<file path="src/rtl/accum_driver.sv">
// Initiator for the accumulator's en/done four-phase handshake. It takes addend
// vectors from a valid/ready stream and returns the captured sums on a valid/ready result port.
module accum_driver #(
    parameter int ACCUM_WIDTH = 32,
    parameter int ADD_WIDTH   = 16,
    parameter int TIMEOUT     = 255
) (
    input  logic                   clk,
    input  logic                   reset_l,
    input  logic                   in_valid,
    output logic                   in_ready,
    input  logic [ADD_WIDTH-1:0]   in_data [4],
    output logic                   en,
    output logic [ADD_WIDTH-1:0]   add [4],
    input  logic [ACCUM_WIDTH-1:0] accum [4],
    input  logic                   done,
    output logic                   res_valid,
    input  logic                   res_ready,
    output logic [ACCUM_WIDTH-1:0] res_data [4],
    output logic [15:0]            txn_count,
    output logic                   timeout_err
);

    typedef enum logic [2:0] {
        IDLE  = 3'd0,
        REQ   = 3'd1,
        ACK   = 3'd2,
        RESP  = 3'd3,
        DRAIN = 3'd4
    } state_t;

    state_t                 state_reg, state_next;
    logic [15:0]            cnt_reg, cnt_next;
    logic                   en_reg, en_next;
    logic                   res_valid_reg, res_valid_next;
    logic [15:0]            txn_count_reg, txn_count_next;
    logic                   timeout_err_reg, timeout_err_next;
    logic [ADD_WIDTH-1:0]   add_reg [4];
    logic [ACCUM_WIDTH-1:0] res_data_reg [4];
    logic                   load, capture, timed_out;

    // A pending done blocks acceptance, so a stale acknowledge can never complete a new request.
    assign in_ready  = reset_l && (state_reg == IDLE) && !done;
    assign timed_out = (cnt_reg == 16'(TIMEOUT));

    always_ff @(posedge clk or negedge reset_l) begin
        if (!reset_l) begin
            state_reg <= IDLE;
        end else begin
            state_reg <= state_next;
        end
    end

    always_comb begin
        state_next = state_reg;
        case (state_reg)
            IDLE: begin
                if (in_valid && in_ready) state_next = REQ;
            end
            REQ: begin
                if (done)           state_next = ACK;
                else if (timed_out) state_next = DRAIN;
            end
            ACK: begin
                if (!done)          state_next = RESP;
                else if (timed_out) state_next = DRAIN;
            end
            RESP: begin
                if (res_ready) state_next = IDLE;
            end
            DRAIN: begin
                if (!done) state_next = IDLE;
            end
            default: state_next = IDLE;
        endcase
    end

    always_comb begin
        en_next          = en_reg;
        res_valid_next   = res_valid_reg;
        cnt_next         = cnt_reg;
        txn_count_next   = txn_count_reg;
        timeout_err_next = timeout_err_reg;
        load             = 1'b0;
        capture          = 1'b0;
        case (state_reg)
            IDLE: begin
                cnt_next = '0;
                if (in_valid && in_ready) begin
                    load    = 1'b1;
                    en_next = 1'b1;
                end
            end
            REQ: begin
                if (done) begin
                    capture  = 1'b1;
                    en_next  = 1'b0;
                    cnt_next = '0;
                end else if (timed_out) begin
                    timeout_err_next = 1'b1;
                    en_next          = 1'b0;
                    cnt_next         = '0;
                end else begin
                    cnt_next = cnt_reg + 16'd1;
                end
            end
            ACK: begin
                if (!done) begin
                    res_valid_next = 1'b1;
                    cnt_next       = '0;
                end else if (timed_out) begin
                    timeout_err_next = 1'b1;
                    cnt_next         = '0;
                end else begin
                    cnt_next = cnt_reg + 16'd1;
                end
            end
            RESP: begin
                if (res_ready) begin
                    res_valid_next = 1'b0;
                    txn_count_next = txn_count_reg + 16'd1;
                end
            end
            DRAIN: begin
                en_next  = 1'b0;
                cnt_next = '0;
            end
            default: begin
                en_next        = 1'b0;
                res_valid_next = 1'b0;
                cnt_next       = '0;
            end
        endcase
    end

    always_ff @(posedge clk or negedge reset_l) begin
        if (!reset_l) begin
            cnt_reg         <= '0;
            en_reg          <= 1'b0;
            res_valid_reg   <= 1'b0;
            txn_count_reg   <= '0;
            timeout_err_reg <= 1'b0;
            for (int i = 0; i < 4; i++) begin
                add_reg[i]      <= '0;
                res_data_reg[i] <= '0;
            end
        end else begin
            cnt_reg         <= cnt_next;
            en_reg          <= en_next;
            res_valid_reg   <= res_valid_next;
            txn_count_reg   <= txn_count_next;
            timeout_err_reg <= timeout_err_next;
            // Data lanes pass straight through; the accumulator owns any extension.
            for (int i = 0; i < 4; i++) begin
                if (load)    add_reg[i]      <= in_data[i];
                if (capture) res_data_reg[i] <= accum[i];
            end
        end
    end

    assign en          = en_reg;
    assign res_valid   = res_valid_reg;
    assign txn_count   = txn_count_reg;
    assign timeout_err = timeout_err_reg;
    assign add         = add_reg;
    assign res_data    = res_data_reg;

endmodule

</file>
<file path="config.mk">
export PLATFORM = sky130hd
export DESIGN_NAME = accum_driver
export DESIGN_NICKNAME = d
export VERILOG_FILES = /design/src/rtl/accum_driver.sv
export SDC_FILE = /design/constraint.sdc
export NUM_CORES = 1
export LEC_CHECK = 0
export ABC_AREA = 1
export BUFFER_PORTS_ARGS = -buffer_cell sky130_fd_sc_hd__buf_2
export CORE_AREA = 2 2 161 163
export DETAILED_ROUTE_END_ITERATION = 7
export DIE_AREA = 0 0 163 165
export PLACE_DENSITY = 0.66
export SYNTH_ARGS = -nofsm -noshare
export SYNTH_HDL_FRONTEND = slang
export SYNTH_SLANG_ARGS = --single-unit
</file>
<file path="constraint.sdc">
create_clock -name clk -period 3.7 [get_ports clk]
set_input_delay 0.37 -clock clk [delete_from_list [all_inputs] [get_ports clk]]
set_output_delay 0.37 -clock clk [all_outputs]
set_load 0.005 [all_outputs]
</file>
; After elaboration in Yosys (flattened, before gate mapping)
; Cells that the tools add are included.
[totals]
elab_cells = 69
in_bits = 197
output_inout_bits = 212
register_bits = 230
[op_classes]
addsub = 2
reduce_logical = 13
mux = 26
eq_ne = 12
n_bitwise = 2
[op_table]
columns = cell, count
row1 = two-way mux 16 bit, 3
row2 = case mux 16 bit (3 select lines), 1
row3 = adder 16 x 1 -> 16 bit (second input constant), 2
row4 = two-way mux 3 bit, 6
row5 = equality test 16 x 8 -> 1 bit (second input constant), 1
row6 = case mux 3 bit (5 select lines), 1
row7 = two-way mux 1 bit, 12
row8 = AND reduction 3 bit, 4
row9 = inequality test 2 bit (second input constant), 5
row10 = equality test 3 x 2 -> 1 bit (second input constant), 2
row11 = case mux 1 bit (3 select lines), 2
row12 = equality test 3 x 1 -> 1 bit (second input constant), 1
row13 = equality test 3 bit (second input constant), 1
row14 = logical AND 1 bit, 3
row15 = logical NOT 3 bit, 1
row16 = inequality test 3 bit (second input constant), 1
row17 = OR reduction 3 bit, 1
row18 = inequality test 2 x 1 -> 1 bit (second input constant), 1
row19 = inverter 1 bit, 2
row20 = case mux 1 bit (2 select lines), 1
row21 = AND reduction 2 bit, 1
row22 = nonzero test 2 bit, 1
row23 = OR reduction 2 bit, 1
row24 = logical NOT 1 bit, 1

; Depth between registers and ports, before layout
; Gate-level depths: netlist of run 1.
[depth]
word_depth = 6
depth_mapped = 10
depth_no_buf = 10

; Worst setup path before layout of run 1
; Ideal clock, no wire load.
[synth_timing]
path_type = reg-to-reg
from = reg state_reg[2]
to = reg add_reg, in the netlist add[0]
t_arrival_ns = 1.344
slack_ns = 2.231
path_stages_with_launch = 8
setup_time_ns = 0.125
cell_sequence = dfrtp_1 > nor2_2 > nand2_1 > nor2_2 > nand2_1 > buf_6 > buf_6 > mux2_4
[synth_via]
elab_chain_cells = 6
[synth_lines]
columns = item, line
row1 = "start, declared", 32  ; state_t state_reg, state_next;
row2 = "start signal, assigned", 50  ; state_reg <= state_next;
row3 = logical NOT 3 bit, 43  ; assign in_ready = reset_l && (state_reg == IDLE) && !done;
row4 = logical AND 1 bit (2 in a row), 43
row5 = named net in_ready, 11  ; output logic in_ready,
row6 = logical AND 1 bit, 89  ; if (in_valid && in_ready) begin
row7 = two-way mux 1 bit, 89
row8 = two-way mux 1 bit, 86  ; case (state_reg)
row9 = "end signal, assigned by index", 155  ; if (load) add_reg[i] <= in_data[i];
row10 = "end, declared", 38  ; logic [ADD_WIDTH-1:0] add_reg [4];
; The timed path passes the listed nets, and every way through them passes these cells.
; A chain may end at the register's enable or synchronous reset.

; Worst setup path after layout of run 1
[layout_timing]
from = in reset_l
to = reg add_reg, in the netlist add[15]
[layout_via]
elab_chain_cells = 5
[layout_lines]
columns = item, line
row1 = "start, declared", 9  ; input logic reset_l,
row2 = logical AND 1 bit (2 in a row), 43
row3 = logical AND 1 bit, 89
row4 = two-way mux 1 bit, 89
row5 = two-way mux 1 bit, 86
; No other way between the ends.

==> results of run 1 <==
==> per-layer routing <==
metal | global-route usage | up-vias
met5 | 0 | -
met4 | 0.0434 | 2
met3 | 0.0515 | 38
met2 | 0.290 | 288
met1 | 0.201 | 3101
li1 | - | 3082
==> cell families (layout without fill, tap and decap cells) <==
kind of cell | Yosys count | after routing
AO/OA/AOI/OAI | 9 | 9
XOR/XNOR | 19 | 19
adder cells (fa/ha/maj) | 2 | 2
buffers and inverters | 55 | 490
flip-flops | 230 | 230
multiplexers | 192 | 192
AND/OR/NAND/NOR | 160 | 160
==> layout make-up <==
class | count | area [um^2]
Clock buffer | 32 | 662
Clock inverter | 13 | 134
Fill cell | 2207 | 12500
Inverter | 33 | 124
Multi-Input combinational cell | 382 | 3330
Sequential cell | 230 | 5760
Tap cell | 330 | 413
Timing Repair Buffer | 412 | 2100
==> worst paths after layout <==
kind / to / slack (ps) / cells after the start
max: add[15] / 1400 / 6
min: res_data[37] / 60 / 2
max reg2reg: res_data[50] / 1490 / 6
min reg2reg: res_valid / 470 / 2
max in group asynchronous: res_data[80] / 2340 / 3
min in group asynchronous: txn_count[1] / 300 / 2
==> synthesized netlist by cell type <==
cell type	n	share of area
a21oi_1	4	0.0021
a31oi_1	1	0.00067
buf_2	3	0.0016
buf_4	1	0.00080
buf_6	18	0.022
dfrtp_1	230	0.61
ha_1	2	0.0027
inv_1	28	0.011
inv_2	5	0.0020
mux2_1	34	0.041
mux2_2	109	0.13
mux2_4	49	0.078
nand2_1	78	0.031
nand2_2	1	0.00067
nand2_4	1	0.0012
nand3_1	20	0.011
nand3_2	1	0.0011
nand4_1	9	0.0060
nor2_1	30	0.012
nor2_2	4	0.0027
nor2_4	3	0.0036
nor3_1	11	0.0058
nor3_2	1	0.0011
nor3b_1	1	0.00080
o21ai_0	3	0.0016
o21bai_1	1	0.00080
xnor2_1	7	0.0065
xor2_1	12	0.011
==> power by group <==
part	switching, uW	internal, uW
logic	1390	1910
clock network	1010	1410
registers	584	3630
total	2980	6950
==> worst max-delay path, cell delays in order <==
cell and delay (ps):
dlygate4sd3_1 560, buf_8 260, nand2_1 100, nor2_2 180, nand2_4 560, mux2_4 550
==> stage by stage <==
stage	setup slack [ps]	instance area [um^2]	util
after global routing	1250	12500	0.500
after global placement	1470	11700	0.468
after floorplan	2230	9410	-
final	1400	12500	0.500
after CTS	1410	12500	0.500
after detailed placement	1460	11700	0.468
==> timing repair <==
item / 4_1_cts / 5_1_grt
hold endpoints to repair: 31 / 0
hold buffers: 1 / 0
setup buffers: 0 / 0
==> key figures, run 1 <==
Power and ir drop
  • LEAKAGE: between 0.006 and 0.007 uW
  • Total power: between 9000 and 10000 uW
  • Peak VDD IR: 0.438 mV
  • Power per Cell Area: around 790 mW/mm^2

Global route
  • First-pass GRT wire length: ~35000 um
  • Vias in the first global route: ~6500
  • Largest net degree at the start of global routing: between 100 and 150
  • GRT overflow: 0
  • Initial antenna violation count: 1
  • Total track usage: 0.167

CTS
  • Clk slew on worst S/H paths: approximately 60 ps
  • Clock root buffer: clkbuf_16
  • TritonCTS Buffers: 25
  • CTS tree: done
  • # H-tree levels: 1
  • PostCTS Resize Cnt: 0
  • Worst skew pair latency: ~520 ps
  • TritonCTS sink count: 230
  • Clock buffer depth: 3

Placement
  • DP Cell Count: ~1400
  • IO buf count: 408
  • DP HPWL: 17500 um
  • GPL Wtd Cong: just over 0.8

Detailed routing
  • Vias: between 6000 and 7000
  • Final ANT Viol Nets: 0
  • Final wirelength: around 24000 um
  • Met2 wire length: about 12000 um
  • Met3 WL post-DR: 2180 um
  • Router iterations before antenna repair: 4
  • Vias per cell: ~4.5
  • Iter 0 DRT Violations: 359
  • Highest metal layer with signal wires: met5
  • M1 wire length: slightly above 9000 um
  • Remaining DRCs: 0
  • Wire length per cell: ~17 um

Critical path
  • FF-to-FF Start: state_reg[2]
  • Crit Path Category: primary input to flip-flop
  • CP max FO: 65
  • CP required: 4100 ps
  • Setup crit end kind: flip-flop
  • CP arrival: 2700 ps
  • Startpoint type of the worst setup path: primary input
  • Crit path launch: reset_l

Final layout
  • Share of cells above drive strength 1: 0.567
  • Max FFs per register: 128
  • Most frequent cells in the layout: 407 x buf_2, 230 x dfrtp_1, 109 x mux2_2, 77 x nand2_1, 49 x mux2_4
  • Non-Filler Instances: ~1400
  • Area Growth Syn to Fin: 33.0%
  • Commonest non-fill, non-tap cell in the layout: buf_2
  • N_diodes: 0
  • Final Net Count: 1283

Timing
  • Setup_tns: 0 ps
  • Max-slew headroom: 0.221
  • Hold slack: around 64 ps
  • Worst Skew: between 9 and 10 ps
  • RSZ-0062 raised after global routing: no
  • Setup violations, final: 0
  • Max Slew Vio Count: 0
  • Fin crit share: 0.622
  • Min Tclk post-route: roughly 2300 ps
  • Max Clk Rate: roughly 0.43 GHz
  • Fin. Hold Viols: 0
  • Worst-margin pin slew: 1170 ps

Synthesis
  • Simple-gate portion of the synthesized area: 0.0766
  • Compound-Gate Fraction of Synth Area: 0.00518
  • FF+latch count, synth: 230
  • Post-Syn Area: around 0.0094 mm^2
  • Post-synthesis cell type count: 28
  • Synth warn: 0
  • Register area share after synthesis: 0.612
  • Synth Area in XOR/XNOR: 0.0177
  • Mapped Cells: 667
  • Largest family of logic cells by synthesized area: multiplexers
  • Post-synthesis mux area share: 0.249
  • Synth Area in Adders: 0.00266
  • Syn_area_per_cell: 14.1 um^2
  • Mapped Nets: approximately 870

Floorplan
  • Core Area: around 0.025 mm^2
  • Die Y-Extent: between 150 and 200 um
  • Initial core utilization: 0.376
  • DIE WIDTH: about 160 um
  • Area of the die: 0.0269 mm^2
  • IO Count: slightly above 400
  • Num rows: 58

Worst hold path
  • Min-delay worst type: primary input to flip-flop
  • Worst Min Path Start: accum[37]

Flow run
  • # Max-Cap Violations: 0

Run status
  • Status: finished, final reports clean
(Power assumes the default switching activity.)
==> inputs of run 2 (changes only) <==
- ABC_AREA: 1 -> 0
- CORE_AREA: 2 2 161 163 -> 2 2 159 161
- DIE_AREA: 0 0 163 165 -> 0 0 161 163
- PLACE_DENSITY: 0.66 -> 0.65
- clock period: 3.7 -> 2.2 ns (I/O delays scaled with it)
==> run 2 against run 1 <==
- clock skew grew 9.3 ps
- critical path depth shrank 1
- power grew 75%
- critical path type is now flip-flop to flip-flop
- critical endpoint is now txn_count[15]
- largest power group unchanged
==> key figures, run 2 <==
Floorplan
  • DIE WIDTH: approximately 160 um
  • Core Area: roughly 0.025 mm^2
  • IO Count: a little over 400
  • Num rows: between 50 and 60
  • Die Y-Extent: roughly 160 um
  • Initial core utilization: 0.364
  • Area of the die: ~0.026 mm^2

Detailed routing
  • Router iterations before antenna repair: 5
  • Wire length per cell: 17.6 um
  • Final ANT Viol Nets: 0
  • Remaining DRCs: 0
  • Final wirelength: approximately 27000 um
  • Vias per cell: ~4.7
  • Iter 0 DRT Violations: approximately 340
  • Vias: around 7300

Final layout
  • N_diodes: 0
  • Most frequent cells in the layout: 407 x buf_2, 230 x dfrtp_1, 194 x dlygate4sd3_1, 192 x mux2_2, 27 x clkbuf_16
  • Final Net Count: between 1000 and 1500
  • Commonest non-fill, non-tap cell in the layout: buf_2
  • Share of cells above drive strength 1: 0.538
  • Final Util: 0.582
  • Max FFs per register: about 130
  • Area Growth Syn to Fin: 60.1%

Synthesis
  • Synth warn: 0
  • Area leader, netlist: dfrtp_1
  • Synth Area in XOR/XNOR: 0.0185
  • Post-synthesis cell type count: 40
  • Synth top area share: 0.641
  • Mapped Nets: 792
  • Synth Area in Adders: 0.00279
  • Compound-Gate Fraction of Synth Area: 0.0268
  • Asr flop ratio synth: 1.00
  • Register area share after synthesis: 0.641
  • Simple-gate portion of the synthesized area: 0.0538
  • Largest family of logic cells by synthesized area: multiplexers
  • Syn_area_per_cell: 15.1 um^2
  • Post-Syn Area: around 0.009 mm^2
  • Most common cell in the netlist: dfrtp_1
  • Main synth FF type: dfrtp_1
  • Top cells by count, synth: 230 x dfrtp_1, 192 x mux2_2, 17 x nand2_1
  • Top cells by area, synth: dfrtp_1 64%, mux2_2 24%, xnor2_1 1.2%, buf_2 0.89%, nand2_1 0.71%
  • Mapped Cells: approximately 590
  • Post-synth EDFFs: 0
  • Post-synthesis mux area share: 0.241
  • FF+latch count, synth: 230

Timing
  • Max Slew Vio Count: 0
  • Max-slew headroom: 0.446
  • Max Clk Rate: roughly 0.51 GHz
  • Setup violations, final: 0
  • Min Tclk post-route: between 1500 and 2000 ps
  • Worst Skew: around 19 ps
  • Fin crit share: 0.893
  • Hold slack: about 60 ps
  • Fin. Hold Viols: 0
  • Worst-margin pin slew: 831 ps
  • Setup_tns: 0 ps
  • RSZ-0062 raised after global routing: no

CTS
  • TritonCTS sink count: 230
  • Clock root buffer: clkbuf_16
  • Clock buffer depth: 3
  • PostCTS Resize Cnt: 0
  • TritonCTS Buffers: 27
  • # H-tree levels: 1
  • Worst skew pair latency: between 500 and 600 ps
  • CTS tree: done
  • Clk slew on worst S/H paths: about 60 ps

Critical path
  • CP required: 2620 ps
  • CP max FO: 14
  • Slowest CP cell: dfrtp_1
  • Crit Path Category: flip-flop to flip-flop
  • Startpoint type of the worst setup path: flip-flop
  • Worst path cell trace: nand4b_1 > nor4_1 > buf_4 > or3b_1 > xnor2_1
  • Setup crit end kind: flip-flop
  • CP arrival: ~2400 ps
  • Crit-path max cell delay: 560 ps
  • CP delay by family, top: simple AND/OR/NAND/NOR gates
  • WP buf/inv: 1

Global route
  • Total track usage: 0.202
  • GRT overflow: 0
  • First-pass GRT wire length: about 42000 um
  • Initial antenna violation count: 0
  • Largest net degree at the start of global routing: approximately 140
  • Vias in the first global route: roughly 7700

Flow run
  • # Max-Cap Violations: 0

Run status
  • Status: finished, final reports clean

Placement
  • DP HPWL: roughly 18000 um
  • GPL Wtd Cong: around 0.79
  • IO buf count: a little over 400

Worst hold path
  • Min-delay worst type: primary input to flip-flop

Power and ir drop
  • Power per Cell Area: about 1200 mW/mm^2
  • LEAKAGE: around 0.007 uW
  • Peak VDD IR: ~0.7 mV
-- run 2: worst register-to-register path, cell delays in order, from the launching register on --
cell,delay [ps]
dfrtp_1,560
nand4b_1,270
nor4_1,350
buf_4,180
or3b_1,360
xnor2_1,130
-- run 2: layout make-up --
type                    count  area, um^2
clock inverters             7        97.6
multi-input cells         333        3080
repair buffers            620        4200
inverters                   4        15.0
clock buffers              39         801
flip-flops and latches    230        5760
fillers                  1914       10300
well taps                 330         413
-- run 2: what timing repair did --
action,4_1_cts,5_1_grt
endpoints found under the hold margin,423,0
buffers inserted,0,0
hold buffers,194,0
-- run 2: power by group --
part	leakage, uW	switching [uW]	internal [uW]	total, uW
clock	0.000436	1730	2740	4470
sequential	0.00282	979	6090	7070
combinational	0.00370	2470	3390	5870
-- run 2: path summary, 6_finish.rpt --
path | from | to | slack [ps] | depth (start not counted)
setup / recovery | state_reg[1] | txn_count[15] | 240 | 5
hold / removal | res_ready | state_reg[0] | 60 | 3
setup reg to reg | state_reg[1] | txn_count[15] | 240 | 5
hold reg to reg | timeout_err | timeout_err | 470 | 1
max in group asynchronous | reset_l | res_data[52] | 1130 | 3
min in group asynchronous | reset_l | add[55] | 70 | 2
-- run 2: through the flow --
| stage | std cells | cell area, um^2 | worst slack (ps) | power [uW] |
|---|---|---|---|---|
| floorplan | 593 | 8970 | 317 | 9690 |
| global placement | 1323 | 11500 | 269 | 12500 |
| detailed placement | 1323 | 11500 | 236 | 12700 |
| CTS | 1563 | 14400 | 228 | 17500 |
| global route | 1563 | 14400 | 107 | 18400 |
| finish | 1563 | 14400 | 236 | 17400 |
-- run 2: cell families after synthesis --
logic type      after synthesis
simple gates                 83
mux                         192
flops                       230
compound gates               37
buf+inv                      30
xor+xnor                     19
fa+ha+maj                     2
-- run 2: routing by layer --
metal / global-route usage / share of wire
met5: 0 / 0
met4: 0.0686 / 0.032
met3: 0.0545 / 0.071
met2: 0.368 / 0.52
met1: 0.228 / 0.38
